--- config.mk ---
export PLATFORM = sky130hd
export DESIGN_NAME = chunked_addsub
export DESIGN_NICKNAME = d
export VERILOG_FILES = /design/src/rtl/chunked_addsub.sv
export SDC_FILE = /design/constraint.sdc
export NUM_CORES = 1
export LEC_CHECK = 0
export CORE_AREA = 2 2 58 71
export CTS_CLUSTER_DIAMETER = 60
export DETAILED_ROUTE_END_ITERATION = 7
export DIE_AREA = 0 0 60 73
export GPL_ROUTABILITY_DRIVEN = 0
export GPL_TIMING_DRIVEN = 0
export PLACE_DENSITY = 0.74
export SETUP_SLACK_MARGIN = 0.05
export SYNTH_ARGS = -nofsm -noshare
export SYNTH_HDL_FRONTEND = slang
export SYNTH_SLANG_ARGS = --single-unit
--- constraint.sdc ---
create_clock -name clk -period 6.75 [get_ports clk]
set_input_delay 1.35 -clock clk [delete_from_list [all_inputs] [get_ports clk]]
set_output_delay 1.35 -clock clk [all_outputs]
set_load 0.05 [all_outputs]
--- src/rtl/chunked_addsub.sv ---
// Multi-cycle add/subtract: CHUNK bits per RUN cycle through a registered carry,
// ready/valid on both sides, one operation in flight at a time.
module chunked_addsub #(
    parameter int WIDTH = 8,
    parameter int CHUNK = 2
) (
    input  logic             clk,
    input  logic             rst_n,
    input  logic             in_valid,
    output logic             in_ready,
    input  logic [WIDTH-1:0] a,
    input  logic [WIDTH-1:0] b,
    input  logic             sub,
    output logic             out_valid,
    input  logic             out_ready,
    output logic [WIDTH:0]   y,
    output logic             ovf
);
    localparam int N  = WIDTH / CHUNK;
    localparam int CW = (N > 1) ? $clog2(N) : 1;

    typedef enum logic [1:0] {IDLE, RUN, DONE} state_t;

    state_t           state_q, state_d;
    logic [WIDTH-1:0] a_q, a_d, b_q, b_d;
    logic [WIDTH:0]   y_q, y_d;
    logic [CW-1:0]    cnt_q, cnt_d;
    logic             carry_q, carry_d;
    logic             ovf_q, ovf_d;

    logic [CHUNK-1:0] ca, cb;
    logic [CHUNK:0]   csum;
    logic             last, cin_msb;

    // State register
    always_ff @(posedge clk or negedge rst_n) begin
        if (!rst_n) state_q <= IDLE;
        else        state_q <= state_d;
    end

    // Next-state logic; a DONE handshake only retires the result, never accepts
    always_comb begin
        state_d = state_q;
        case (state_q)
            IDLE:    if (in_valid)  state_d = RUN;
            RUN:     if (last)      state_d = DONE;
            DONE:    if (out_ready) state_d = IDLE;
            default:                state_d = IDLE;
        endcase
    end

    // Output decode
    always_comb begin
        in_ready  = (state_q == IDLE);
        out_valid = (state_q == DONE);
    end

    assign ca      = a_q[cnt_q*CHUNK +: CHUNK];
    assign cb      = b_q[cnt_q*CHUNK +: CHUNK];
    assign csum    = {1'b0, ca} + {1'b0, cb} + {{CHUNK{1'b0}}, carry_q};
    assign last    = (cnt_q == CW'(N - 1));
    // Carry into the MSB recovered from the MSB's own sum bit
    assign cin_msb = ca[CHUNK-1] ^ cb[CHUNK-1] ^ csum[CHUNK-1];

    always_comb begin
        a_d     = a_q;
        b_d     = b_q;
        y_d     = y_q;
        cnt_d   = cnt_q;
        carry_d = carry_q;
        ovf_d   = ovf_q;
        if (state_q == IDLE && in_valid) begin
            a_d     = a;
            b_d     = sub ? ~b : b;
            carry_d = sub;
            cnt_d   = '0;
        end else if (state_q == RUN) begin
            y_d[cnt_q*CHUNK +: CHUNK] = csum[CHUNK-1:0];
            carry_d = csum[CHUNK];
            cnt_d   = cnt_q + 1'b1;
            if (last) begin
                y_d[WIDTH] = csum[CHUNK];
                ovf_d      = cin_msb ^ csum[CHUNK];
            end
        end
    end

    always_ff @(posedge clk or negedge rst_n) begin
        if (!rst_n) begin
            a_q     <= '0;
            b_q     <= '0;
            y_q     <= '0;
            cnt_q   <= '0;
            carry_q <= 1'b0;
            ovf_q   <= 1'b0;
        end else begin
            a_q     <= a_d;
            b_q     <= b_d;
            y_q     <= y_d;
            cnt_q   <= cnt_d;
            carry_q <= carry_d;
            ovf_q   <= ovf_d;
        end
    end

    assign y   = y_q;
    assign ovf = ovf_q;
endmodule

# [Word-level counts from Yosys, hierarchy flattened]
# Index checks and enable logic that the tools add are counted.
[totals] ff_bits=31 in_bits=21 out_inout_bits=12 wordCells=43
[classes] n_addsub=4 eq_ne=6 shifts=4 n_mux=11 bitwise_logic=5 n_reduce_logical=6
[op_table] op="negator 3 -> 34 bit" n=1
[op_table] op="variable shift 2 x 34 -> 9 bit, first input constant" n=1
[op_table] op="variable part select 2 x 34 -> 9 bit" n=1
[op_table] op="variable part select 8 x 4 -> 2 bit" n=2
[op_table] op="two-way mux 2 bit" n=5
[op_table] op="bitwise mux 9 bit" n=1
[op_table] op="two-way mux 8 bit" n=1
[op_table] op="NOT 8 bit" n=1
[op_table] op="case mux 2 bit (3 select lines)" n=1
[op_table] op="AND reduction 3 bit" n=2
[op_table] op="== test 2 bit, second input constant" n=2
[op_table] op="inequality test 2 bit, second input constant" n=2
[op_table] op="adder 2 x 2 -> 3 bit" n=1
[op_table] op="adder 3 x 1 -> 3 bit" n=1
[op_table] op="two-way mux 1 bit" n=3
[op_table] op="bitwise XOR 1 bit" n=3
[op_table] op="adder 2 x 1 -> 2 bit, second input constant" n=1
[op_table] op="== test 2 x 1 -> 1 bit, second input constant" n=1
[op_table] op="logical NOT 2 bit" n=1
[op_table] op="inequality test 2 x 1 -> 1 bit, second input constant" n=1
[op_table] op="AND reduction 2 bit" n=1
[op_table] op="nonzero test 2 bit" n=1
[op_table] op="logical AND 1 bit" n=1
[op_table] op="NOT 1 bit" n=1

# [Longest topological paths before layout]
[logic_depth] ltp_word=6 ltp_mapped=7 depth_no_buf=6

# [Least setup slack after synthesis]
# Ideal clock, no wire load.
[synth_timing] path_type="reg-to-output" start="reg state_q[0]" end="out out_valid" t_arrival_ps=1274 required_time_ps=5400 setup_slack_ps=4126 stages_incl_launch_ff=3 n_path_buf=1 path_cell_list="dfrtp_1 > buf_2 > nor2b_1"
[synth_via] elab_chain_len=1
[synth_lines] element="start: declaration" line_no="24" text="state_t state_q, state_d;"
[synth_lines] element="start signal: assignment" line_no="38" text="else state_q <= state_d;"
[synth_lines] element="== test 2 bit" line_no="55" text="out_valid = (state_q == DONE);"
[synth_lines] element="end: declaration" line_no="14" text="output logic out_valid,"
# No other way between the ends.

# [Worst setup path after layout]
[layout_timing] start="reg state_q[1]" end="out out_valid"
# Same word-level chain as after synthesis.

==> reports/metrics.sh <==
SETUP_VIOL=0
PIN_COUNT_OF_THE_BIGGEST_NET_ENTERING_GLOBAL_ROUTING=32
IOPINCOUNT=33
CTS_HTREE_LEVELS=2
DIE_WIDTH_UM=60
GRT.OVERFLOW.TOTAL=0
TIGHTEST_SLEW_NS=0.688
DRTITER0DRC=34
POST_SYNTH.CELL_AREA_AVG_UM2=10.7
AREA_SHARE_OF_THE_LARGEST_CELL_TYPE_AFTER_SYNTHESIS_PCT=47.5
POST_ROUTE_CELLS_DRIVE_ABOVE_1_SHARE_PCT=13.1
START_UTIL_PCT=43.1
YOSYSSEQAREASHARE_PCT=47.5
ANTENNA_VIOLATING_NETS_POST_ROUTE=0
PLACEMENT_ROWS=25
FINAL_NET_COUNT=221
NUMBER_OF_GLOBAL_ROUTE_VIAS_BEFORE_REPAIR=1296
OVERALL_TRACK_DEMAND_OVER_CAPACITY_IN_GLOBAL_ROUTING_PCT=17.4
DIE-HEIGHT_UM=73
ROOT_BUFFER='clkbuf_8'
N_ANTENNA_CELL=0
ROUTE.DETAILED.VIAS_PER_INST=5.11
AVERAGE_WIRE_LENGTH_PER_CELL_AFTER_DETAIL_ROUTING_UM=13.4
NUMBER_OF_SYNTHESIZED_REGISTER_BITS=31
TOTALPOWERFINAL_mW=1.13
SYNTH_NETS=183
NUMCTSBUFFERS=5
REQUIRED_TIME_AT_THE_ENDPOINT_OF_THE_CRITICAL_PATH_NS=5.40
CP.ARRIVAL_NS=1.91
TRITONCTS='yes'
WORST_SETUP_PATH_END_KIND='primary output'
SYN_TO_FINAL_GROWTH_PCT=30.0
P_LEAK_nW=0.955
NETLIST_AREA_MM2=0.00163
DRT_WL_TOTAL_MM=3.29
FINAL.PERIOD_UTILIZATION_PCT=48.3
CLOCK_SINK_COUNT=31
POST-CTS-SETUP-BUFFER-COUNT=0
MAX-CAP-VIOLATIONS=0
HOLD_CLASS='flip-flop to flip-flop'
POSTCTSHOLDBUFS=0
TOP_CELL_TYPE_BY_TOTAL_AREA_AFTER_SYNTHESIS='dfrtp_1'
SYNTH.LIB_CELLS_USED.DISTINCT=27
PATH_MAX_FANOUT=10
VIAS=1251
WORST_SETUP_HOLD_PATH_CLK_SLEW_NS=0.07
YOSYS_WARNINGS=0
POST_LAYOUT_MIN_PERIOD_NS=3.26
POST-DP-HPWL_MM=2.51
FILLERS=347
DETAIL_ROUTE.DRC_VIOLATIONS=0
CLK_PATH_BUF_DEPTH=2
REPORT.FINAL.SLEW_VIOL_COUNT=0
FIN_CELLS=245
ANTENNA_FOUND_INITIAL=0
RELSLEWSLACK_PCT=54.1
FIN_WORST_HOLD_SLACK_NS=0.472
PATH_CLASS='flip-flop to primary output'
FP.COREAREA_MM2=0.00378
OUTCOME='complete, no violations'
CTS_RESIZED=0
FP.DIEAREA_MM2=0.00438
DP.CELLS=237
TNS_NS=0
VDD_DROP_MAX_uV=219
WORSTSKEWPAIRLATENCY_NS=0.29
FINAL.SETUP_SKEW_NS=0.00666
START_KIND='flip-flop'
POWER.DENSITY_CELL_AREA_mW_PER_MM2=534
DRT_PRE_ANTENNA_ITERS=4
WIRE_LENGTH_OF_THE_FIRST_GLOBAL_ROUTING_PASS_MM=5.55
MAXCLOCKFREQUENCY_MHz=307
RSZ0062_AT_GRT='false'
SYN-INSTANCE-COUNT=152
YS_TOP_CELLS_BY_AREA='dfrtp_1, nand2_1, ha_1'
IO_BUFFERS=31
REPORT.FINAL.HOLD_VIOL_COUNT=0
-- cell usage after synthesis --
library cell and n:
buf_6 2, clkbuf_2 1, nand2_1 44, nand3_1 2
o31ai_1 7, nand3b_4 1, a22oi_1 1, dfrtp_1 31
nand2b_1 6, o21ai_1 9, ha_1 8, or4_1 1
xnor2_1 9, nand3b_1 4, a22o_1 2, nor4b_2 1
or3b_1 1, buf_2 4, nor2b_1 2, mux4_2 4
a21oi_1 3, fa_1 2, xor2_1 1, nor3b_4 1
o21ai_2 2, nor2_1 1, inv_1 2
-- where the power goes --
group,internal [mW],switching (mW),total [mW]
logic,0.256,0.372,0.629
clock network,0.119,0.0698,0.189
registers,0.265,0.0499,0.315
total,0.641,0.492,1.13
-- state kept, by name, indices dropped and copies added (netlist names) --
signal / cells
a_q: 8
b_q: 8
carry_q: 1
cnt_q: 2
ovf: 1
state_q: 2
y: 9
-- final timing paths --
check / start / to / slack (ns) / depth (start not counted)
min: a_q[6] / a_q[6] / 0.47 / 2
min reg2reg: a_q[6] / a_q[6] / 0.47 / 2
max in group asynchronous: rst_n / b_q[1] / 5.21 / 1
max reg2reg: cnt_q[0] / ovf / 3.94 / 7
min in group asynchronous: rst_n / carry_q / 1.10 / 1
max: state_q[1] / out_valid / 3.49 / 3
-- kinds of logic (layout without fill, tap and decap cells) --
family / Yosys count / after routing / synth area share [%]
AO/OA/AOI/OAI: 24 / 24 / 9.50
XOR/XNOR: 10 / 10 / 5.36
adder cells (fa/ha/maj): 10 / 10 / 8.58
buffers and inverters: 9 / 48 / 3.37
flip-flops: 31 / 31 / 47.5
multiplexers: 4 / 4 / 5.52
AND/OR/NAND/NOR: 64 / 64 / 20.2
-- per-layer routing --
| metal | track usage [%] | wire length, um | vias up |
|---|---|---|---|
| met3 | 3.72 | 158 | 8 |
| met5 | 0 | 0 | - |
| li1 | - | - | 587 |
| met4 | 8.89 | 85 | 0 |
| met2 | 30.4 | 1850 | 35 |
| met1 | 19.2 | 1200 | 621 |
-- through the flow --
step	util [%]	setup slack (ns)	area, um^2
2_1_floorplan	-	4.13	1630
3_3_place_gp	53.1	3.84	2010
3_5_place_dp	53.1	3.72	2010
4_1_cts	56.2	3.47	2130
5_1_grt	56.1	3.40	2120
6_report	56.1	3.49	2120
-- cell usage in the layout (no fill, tap or decap) --
cell	synthesis	layout
dfrtp_1	31	31
mux4_2	4	4
a22o_1	2	2
a22oi_1	1	1
nand2_1	44	44
clkbuf_2	1	1
bufinv_16	0	1
clkinv_2	0	1
nand2b_1	6	6
nand3b_4	1	1
nand3b_1	4	4
or4_1	1	1
nor4b_2	1	1
xnor2_1	9	9
buf_2	4	5
ha_1	8	8
xor2_1	1	1
fa_1	2	2
nand3_1	2	2
clkbuf_8	0	6
inv_1	2	2
nor2_1	1	1
a21oi_1	3	3
o31ai_1	7	7
nor3b_4	1	1
or3b_1	1	1
o21ai_1	9	9
clkdlybuf4s50_1	0	30
nor2b_1	2	2
o21ai_2	2	2
buf_6	2	2
-- final cells by class --
class / instances / area [um^2] / area share, %
multi-input combinational: 112 / 802 / 37.8
sequential: 31 / 776 / 36.5
timing repair buffer: 31 / 305 / 14.4
clock buffer: 6 / 82.6 / 3.89
tap: 54 / 67.6 / 3.18
buffer: 7 / 47.5 / 2.24
clock inverter: 2 / 35.0 / 1.65
inverter: 2 / 7.51 / 0.354
-- critical path: stages, from the launching register on --
cell	delay, ns
dfrtp_1	0.35
buf_2	0.23
nor2b_1	0.21
clkdlybuf4s50_1	0.83
(Power assumes the default switching activity.)
